==> src/rtl/kp_scan_ctrl.sv <==
// kp_scan_ctrl: 4x4 active-low matrix keypad scanner. Walks one low column at a
// time, samples synchronized rows at the end of each column window, classifies
// every full scan as NONE / ONE(code) / MULTI, debounces over whole scans and
// hands accepted codes out on a valid/ready port with a sticky overrun flag.
// Build option: define KP_AUTOREPEAT_EN to re-emit a held key every REPEAT_SCANS scans.
module kp_scan_ctrl #(
   parameter int SETTLE_CYCLES  = 4,
   parameter int DEBOUNCE_SCANS = 8,
   parameter int REPEAT_SCANS   = 64
) (
   input  logic       clk,
   input  logic       reset,
   input  logic [3:0] kpr,
   output logic [3:0] kpc,
   output logic [3:0] key_code,
   output logic       key_valid,
   input  logic       key_ready,
   output logic       multi_key,
   output logic       overrun
);
   localparam int SW = $clog2(SETTLE_CYCLES + 1);
   localparam int DW = $clog2(DEBOUNCE_SCANS + 1);
   localparam logic [SW-1:0] SET_LAST = SW'(SETTLE_CYCLES - 1);
   localparam logic [DW-1:0] DEB_MAX  = DW'(DEBOUNCE_SCANS);

   typedef enum logic {IDLE = 1'b0, HELD = 1'b1} state_t;

   // The two-flop synchronizer eats two cycles of every column window.
   if (SETTLE_CYCLES < 3) begin : g_bad_settle
      $error("kp_scan_ctrl: SETTLE_CYCLES must be at least 3");
   end
   if (DEBOUNCE_SCANS < 1) begin : g_bad_debounce
      $error("kp_scan_ctrl: DEBOUNCE_SCANS must be at least 1");
   end
   if (REPEAT_SCANS < 1) begin : g_bad_repeat
      $error("kp_scan_ctrl: REPEAT_SCANS must be at least 1");
   end

   logic [3:0]    sync1_q, sync1_d, sync2_q, sync2_d;
   logic [SW-1:0] set_q, set_d;
   logic [1:0]    col_q, col_d;
   logic [3:0]    kpc_q, kpc_d;
   logic [1:0]    acc_n_q, acc_n_d;       // keys seen so far this scan, saturates at 2
   logic [3:0]    acc_code_q, acc_code_d;
   state_t        state_q, state_d;
   logic [3:0]    cand_q, cand_d;
   logic [DW-1:0] cnt_q, cnt_d, cnt_inc;  // press or release debounce count
   logic [3:0]    key_code_q, key_code_d;
   logic          key_valid_q, key_valid_d;
   logic          multi_q, multi_d;
   logic          overrun_q, overrun_d;
   logic          sample, scan_end, scan_one, scan_multi, accept, xfer;
   logic [3:0]    pressed;
   logic [1:0]    smp_n, smp_row, tot_n;
   logic [3:0]    tot_code;
`ifdef KP_AUTOREPEAT_EN
   localparam int RW = $clog2(REPEAT_SCANS + 1);
   localparam logic [RW-1:0] RPT_MAX = RW'(REPEAT_SCANS);
   logic [RW-1:0] rpt_q, rpt_d, rpt_inc;
`endif

   // Column sequencing, row sampling and per-scan key accumulation
   always_comb begin
      sync1_d    = kpr;
      sync2_d    = sync1_q;
      sample     = (set_q == SET_LAST);
      scan_end   = sample && (col_q == 2'd3);
      set_d      = sample ? '0 : set_q + 1'b1;
      col_d      = sample ? col_q + 2'd1 : col_q;
      kpc_d      = ~(4'b1000 >> col_d);
      pressed    = ~sync2_q;
      smp_n      = 2'd0;
      smp_row    = 2'd0;
      for (int i = 0; i < 4; i++) begin
         if (pressed[i]) begin
            if (smp_n != 2'd2) smp_n = smp_n + 2'd1;
            smp_row = 2'(3 - i);
         end
      end
      tot_n    = acc_n_q;
      tot_code = acc_code_q;
      if (smp_n != 2'd0) begin
         tot_n    = (acc_n_q != 2'd0 || smp_n == 2'd2) ? 2'd2 : 2'd1;
         tot_code = (acc_n_q == 2'd0) ? {smp_row, col_q} : acc_code_q;
      end
      scan_one   = scan_end && (tot_n == 2'd1);
      scan_multi = scan_end && (tot_n == 2'd2);
      acc_n_d    = acc_n_q;
      acc_code_d = acc_code_q;
      if (sample) begin
         acc_n_d    = scan_end ? 2'd0 : tot_n;
         acc_code_d = scan_end ? 4'd0 : tot_code;
      end
   end

   // Debounce FSM: evaluated once per scan at the column-3 sample
   always_comb begin
      state_d = state_q;
      cand_d  = cand_q;
      cnt_d   = cnt_q;
      accept  = 1'b0;
      cnt_inc = (cnt_q == DEB_MAX) ? cnt_q : cnt_q + 1'b1;
`ifdef KP_AUTOREPEAT_EN
      rpt_d   = rpt_q;
      rpt_inc = (rpt_q == RPT_MAX) ? rpt_q : rpt_q + 1'b1;
`endif
      if (scan_end) begin
         case (state_q)
            IDLE: begin
               if (scan_one) begin
                  if (tot_code == cand_q) begin
                     cnt_d = cnt_inc;
                  end else begin
                     cand_d = tot_code;
                     cnt_d  = DW'(1);
                  end
                  if (cnt_d == DEB_MAX) begin
                     accept  = 1'b1;
                     state_d = HELD;
                     cnt_d   = '0;
`ifdef KP_AUTOREPEAT_EN
                     rpt_d   = '0;
`endif
                  end
               end else begin
                  cnt_d = '0;
               end
            end
            HELD: begin
               // MULTI counts toward release just like an empty scan
               if (scan_one) begin
                  cnt_d = '0;
               end else if (cnt_inc == DEB_MAX) begin
                  state_d = IDLE;
                  cnt_d   = '0;
               end else begin
                  cnt_d = cnt_inc;
               end
`ifdef KP_AUTOREPEAT_EN
               if (scan_one && tot_code == cand_q) begin
                  if (rpt_inc == RPT_MAX) begin
                     accept = 1'b1;
                     rpt_d  = '0;
                  end else begin
                     rpt_d = rpt_inc;
                  end
               end else begin
                  rpt_d = '0;
               end
`endif
            end
            default: ;
         endcase
      end
   end

   // Output handshake: a same-edge transfer frees the slot for a new accept
   always_comb begin
      xfer        = key_valid_q & key_ready;
      key_code_d  = key_code_q;
      key_valid_d = key_valid_q;
      overrun_d   = overrun_q;
      multi_d     = scan_multi;
      if (xfer) begin
         key_valid_d = 1'b0;
         overrun_d   = 1'b0;
      end
      if (accept) begin
         if (!key_valid_q || xfer) begin
            key_code_d  = tot_code;
            key_valid_d = 1'b1;
         end else begin
            overrun_d = 1'b1;
         end
      end
   end

   // State registers, all cleared asynchronously
   always_ff @(posedge clk or posedge reset) begin
      if (reset) begin
         sync1_q     <= 4'b1111;
         sync2_q     <= 4'b1111;
         set_q       <= '0;
         col_q       <= 2'd0;
         kpc_q       <= 4'b0111;
         acc_n_q     <= 2'd0;
         acc_code_q  <= 4'd0;
         state_q     <= IDLE;
         cand_q      <= 4'd0;
         cnt_q       <= '0;
         key_code_q  <= 4'd0;
         key_valid_q <= 1'b0;
         multi_q     <= 1'b0;
         overrun_q   <= 1'b0;
`ifdef KP_AUTOREPEAT_EN
         rpt_q       <= '0;
`endif
      end else begin
         sync1_q     <= sync1_d;
         sync2_q     <= sync2_d;
         set_q       <= set_d;
         col_q       <= col_d;
         kpc_q       <= kpc_d;
         acc_n_q     <= acc_n_d;
         acc_code_q  <= acc_code_d;
         state_q     <= state_d;
         cand_q      <= cand_d;
         cnt_q       <= cnt_d;
         key_code_q  <= key_code_d;
         key_valid_q <= key_valid_d;
         multi_q     <= multi_d;
         overrun_q   <= overrun_d;
`ifdef KP_AUTOREPEAT_EN
         rpt_q       <= rpt_d;
`endif
      end
   end

   assign kpc       = kpc_q;
   assign key_code  = key_code_q;
   assign key_valid = key_valid_q;
   assign multi_key = multi_q;
   assign overrun   = overrun_q;
endmodule
==> config.mk <==
export PLATFORM = sky130hd
export DESIGN_NAME = kp_scan_ctrl
export DESIGN_NICKNAME = d
export VERILOG_FILES = /design/src/rtl/kp_scan_ctrl.sv
export SDC_FILE = /design/constraint.sdc
export NUM_CORES = 1
export LEC_CHECK = 0
export ABC_AREA = 1
export BUFFER_PORTS_ARGS = -buffer_cell sky130_fd_sc_hd__buf_4
export CORE_MARGIN = 4
export CORE_UTILIZATION = 30
export CTS_CLUSTER_SIZE = 10
export DETAILED_ROUTE_END_ITERATION = 7
export HOLD_SLACK_MARGIN = 0.12
export PLACE_DENSITY_LB_ADDON = 0.05
export SLEW_MARGIN = 0
export SYNTH_ARGS = -nofsm -noshare
export SYNTH_HDL_FRONTEND = slang
export SYNTH_SLANG_ARGS = --single-unit
==> constraint.sdc <==
create_clock -name clk -period 5.68 [get_ports clk]
set_input_delay 0.852 -clock clk [delete_from_list [all_inputs] [get_ports clk]]
set_output_delay 0.852 -clock clk [all_outputs]
set_load 0.02 [all_outputs]
==> metrics.csv <==
stage;metric;value;unit
grt;GRT Total Usage;10.8;%
critical_path;reg2reg start;sync2_q[1]$_DFF_PP1_;
timing;final number of hold-violating endpoints;0;
finish;Final nets;278;
place;routability cong.;0.737;
run;max_cap viols;0;
clock_tree;CTS Sinks;39;
synth;simple-gate share of the synthesized area;33.3;%
clock_tree;Root Driver;clkbuf_8;
critical_path;critical path launch point;sync2_q[1]$_DFF_PP1_;
power_and_ir_drop;Power per Cell Area;231;nW/um2
clock_tree;Setup Fix Bufs, Post-CTS;0;
critical_path;startpoint type of the worst setup path;register;
critical_path;instance count on the critical path;14;
grt;largest net degree at the start of global routing;40;
route;Avg WL per Cell;11.4;um
route;drt pass-1 iters;4;
synth;Synth Area in Adders;5.34;%
critical_path;worst reg-to-reg setup slack;2770;ps
power_and_ir_drop;switch share;29.4;%
place;port buffer count;17;
timing;Clock Skew;5.29;ps
timing;fmax;0.344;GHz
power_and_ir_drop;total power;566;uW
finish;Area Overhead vs Synth;16.1;%
synth;Post-synth EDFFs;0;
power_and_ir_drop;Comb power frac;15.6;%
power_and_ir_drop;part of the power in registers;51.1;%
critical_path;Worst R2R End;key_code[1]$_DFFE_PP0P_;
critical_path;Critical Path End Type;register;
clock_tree;number of buffers created by CTS;5;
critical_path;Worst Setup EP;key_code[1]$_DFFE_PP0P_;
place;Detail Placement HPWL;3.04;mm
power_and_ir_drop;peak supply drop;0.108;mV
synth;asr flop ratio synth;100;%
die;Die Y-Extent;91.9;um
synth;Netlist Area Pre-Place;2110;um2
route;number of vias per cell;4.25;
synth;synthesized instance count;238;
route;Antenna Violating Nets Remaining;0;
critical_path;sequence of cells on the critical path;inv_1 -> ha_1 -> nand2_1 -> and2_1 -> ha_1 -> or2_1 -> nand2_4 -> nand2_8 -> o21ai_2 -> nand4_4 -> nor2_8 -> nand3_4 -> nand2_1 -> nand2_1;
synth;YS warnings;0;
clock_tree;clock transition at the registers of the reported paths;80;ps
critical_path;crit-path max FO;7;
timing;period utilisation layout;51.1;%
power_and_ir_drop;switching power total;166;uW
finish;share of layout cells above drive strength 1;25.5;%
clock_tree;H-tree lvl count;2;
route;vias;1525;
timing;minimum clock period;2910;ps
grt;global-route wire length before repair;7.21;mm
clock_tree;CTS tree;yes;
clock_tree;Max Root-Sink Buffers;2;
grt;initial antenna violation count;0;
critical_path;critical path required time;5870;ps
synth;Synth Area in XOR/XNOR;1.66;%
critical_path;critical path's slowest cell;dfstp_2;
critical_path;Max stage delay on crit path;570;ps
route;DRT Wirelength;4.10;mm
synth;multiplexer share of the synthesized area;0;%
finish;FILL cells;720;
synth;register bit total from synthesis;39;
clock_tree;hold_buf cts;0;
synth;largest family of logic cells by synthesized area;simple AND/OR/NAND/NOR gates;
critical_path;WP data arrival;3090;ps
critical_path;critical path's top delay family;simple AND/OR/NAND/NOR gates;
power_and_ir_drop;internal power;400;uW
critical_path;CP bufs+invs;1;
critical_path;worst reg2reg path depth;14;
die;die area;8440;um2
grt;vias in the first global route;1501;
power_and_ir_drop;Clock power frac;33.3;%
worst_hold_path;HP Class;reg2reg;
synth;Top FF cell, synth;dfrtp_1;
timing;TNS Setup;0;ps
timing;setup repair after global routing missed its margin;no;
grt;grt ovf;0;
synth;average size of a mapped cell;8.86;um2
critical_path;Most common cell on crit path;nand2_1;
status;outcome;finished clean;
clock_tree;clk_lat worst skew;290;ps
timing;Worst slew margin;57.8;%
timing;Slew Viols, Final;0;
die;Rows;30;
power_and_ir_drop;Leakage;1.23;nW
timing;actual slew at the worst max-slew pin;628;ps
route;DRC;0;
synth;Synth cell types;32;
place;placed insts;351;
die;Chip Width;91.9;um
die;initial core utilization;31.0;%
synth;syn_nets;254;
clock_tree;post_cts resized;0;
synth;Synth Area in Compound Gates;5.99;%
finish;diodes inserted;0;
critical_path;Crit Path Category;reg2reg;
timing;final setup fails;0;
synth;sequential share of the synthesized area;46.9;%
route;Initial DRC Count;72;
die;CORE AREA;6790;um2
finish;Post-Layout Cell Count;359;
die;I/O pin cnt;18;
## cell type report
class | instances | area [um2] | share of cell area [%]
clock inverter | 3 | 20.0 | 0.818
multi-input combinational | 161 | 976 | 39.9
clock buffer | 5 | 68.8 | 2.81
sequential | 39 | 990 | 40.4
tap | 96 | 120 | 4.91
inverter | 37 | 139 | 5.67
timing repair buffer | 18 | 135 | 5.52
## through the flow
| stage | area, um2 | utilization, % | worst slack [ps] | hold slack, ps |
|---|---|---|---|---|
| detailed placement | 2360 | 34.7 | 2760 | 348 |
| global route | 2450 | 36.0 | 2570 | 362 |
| CTS | 2450 | 36.0 | 2750 | 356 |
| finish | 2450 | 36.0 | 2770 | 356 |
| global placement | 2360 | 34.7 | 2800 | 346 |
| floorplan | 2110 | - | 3020 | 345 |
## Yosys cell counts, types with 2 or more instances
library cell / count / area, um2
nand2_1: 61 / 229
inv_1: 34 / 128
dfrtp_1: 28 / 701
nand3_1: 22 / 110
dfstp_2: 11 / 289
nor2_1: 10 / 37.5
ha_1: 9 / 113
o21ai_1: 9 / 45.0
nand2_2: 8 / 50.1
nand2_4: 7 / 78.8
nand4_1: 5 / 31.3
o21ai_0: 4 / 20.0
o22ai_1: 4 / 25.0
o21ai_2: 3 / 26.3
xor2_1: 3 / 26.3
a21oi_1: 2 / 10.0
inv_2: 2 / 7.51
nor2_4: 2 / 22.5
## state kept, by name (all words and copies together), names as in the netlist, 3 cells and up
register,count
kpc,4
acc_code_q,4
key_code,4
sync1_q,4
sync2_q,4
cnt_q,4
set_q,3
cand_q,4
## power groups by stage
stage | registers [mW] | logic [mW] | clock network (mW)
2_1_floorplan | 0.294 | 0.0705 | 0
3_3_place_gp | 0.294 | 0.0905 | 0
3_5_place_dp | 0.294 | 0.0909 | 0
4_1_cts | 0.289 | 0.0911 | 0.201
5_1_grt | 0.290 | 0.101 | 0.211
6_report | 0.289 | 0.0884 | 0.189
## worst min path at each step
stage / start / endpoint / cells after the start
after detailed placement: sync1_q[2]$_DFF_PP1_ / sync2_q[2]$_DFF_PP1_ / 0
after global placement: sync1_q[3]$_DFF_PP1_ / sync2_q[3]$_DFF_PP1_ / 0
after CTS: sync1_q[2]$_DFF_PP1_ / sync2_q[2]$_DFF_PP1_ / 0
after floorplan: sync1_q[0]$_DFF_PP1_ / sync2_q[0]$_DFF_PP1_ / 0
after global routing: sync1_q[3]$_DFF_PP1_ / sync2_q[3]$_DFF_PP1_ / 0
final: sync1_q[2]$_DFF_PP1_ / sync2_q[2]$_DFF_PP1_ / 0
## cells by family after synthesis
logic type,Yosys count
buf+inv,38
xor+xnor,4
simple gates,126
compound gates,22
fa+ha+maj,9
flops,39
## worst reg2reg max path, cell delays in order, from the launching register on
cell	delay, ps
dfstp_2	570
inv_1	50
ha_1	260
nand2_1	70
and2_1	160
ha_1	270
or2_1	250
nand2_4	130
nand2_8	90
o21ai_2	300
nand4_4	220
nor2_8	210
nand3_4	90
nand2_1	90
nand2_1	50
## per-layer routing
metal / up-vias / track usage [%] / part of all wire [%]
li1: 808 / - / -
met2: 20 / 15.4 / 42
met3: 6 / 3.28 / 4.2
met4: 0 / 4.08 / 1.7
met1: 691 / 15.2 / 52
met5: - / 0 / 0
## layout by cell type (no fill, tap or decap)
| cell type | n |
|---|---|
| o22ai_1 | 4 |
| nor4_4 | 1 |
| a21oi_1 | 2 |
| nand4_4 | 1 |
| or2_1 | 1 |
| nor2_4 | 2 |
| dfrtp_1 | 28 |
| xor2_1 | 3 |
| nor2_1 | 10 |
| or2_4 | 1 |
| xnor2_1 | 1 |
| inv_1 | 34 |
| nand3_4 | 1 |
| o21ai_1 | 9 |
| nand2_2 | 8 |
| nand4_1 | 5 |
| nor2_8 | 1 |
| and2_1 | 1 |
| o21ai_0 | 4 |
| nand2_4 | 7 |
| ha_1 | 9 |
| clkinv_1 | 1 |
| buf_4 | 18 |
| clkinv_2 | 1 |
| nand3_2 | 1 |
| nand2_1 | 61 |
| o21ai_2 | 3 |
| nand3_1 | 22 |
| nor2_2 | 1 |
| nand2_8 | 1 |
| inv_2 | 2 |
| clkinvlp_4 | 2 |
| nor3_1 | 1 |
| dfstp_2 | 11 |
| clkbuf_8 | 5 |
Power figures use the tool's default switching activity.
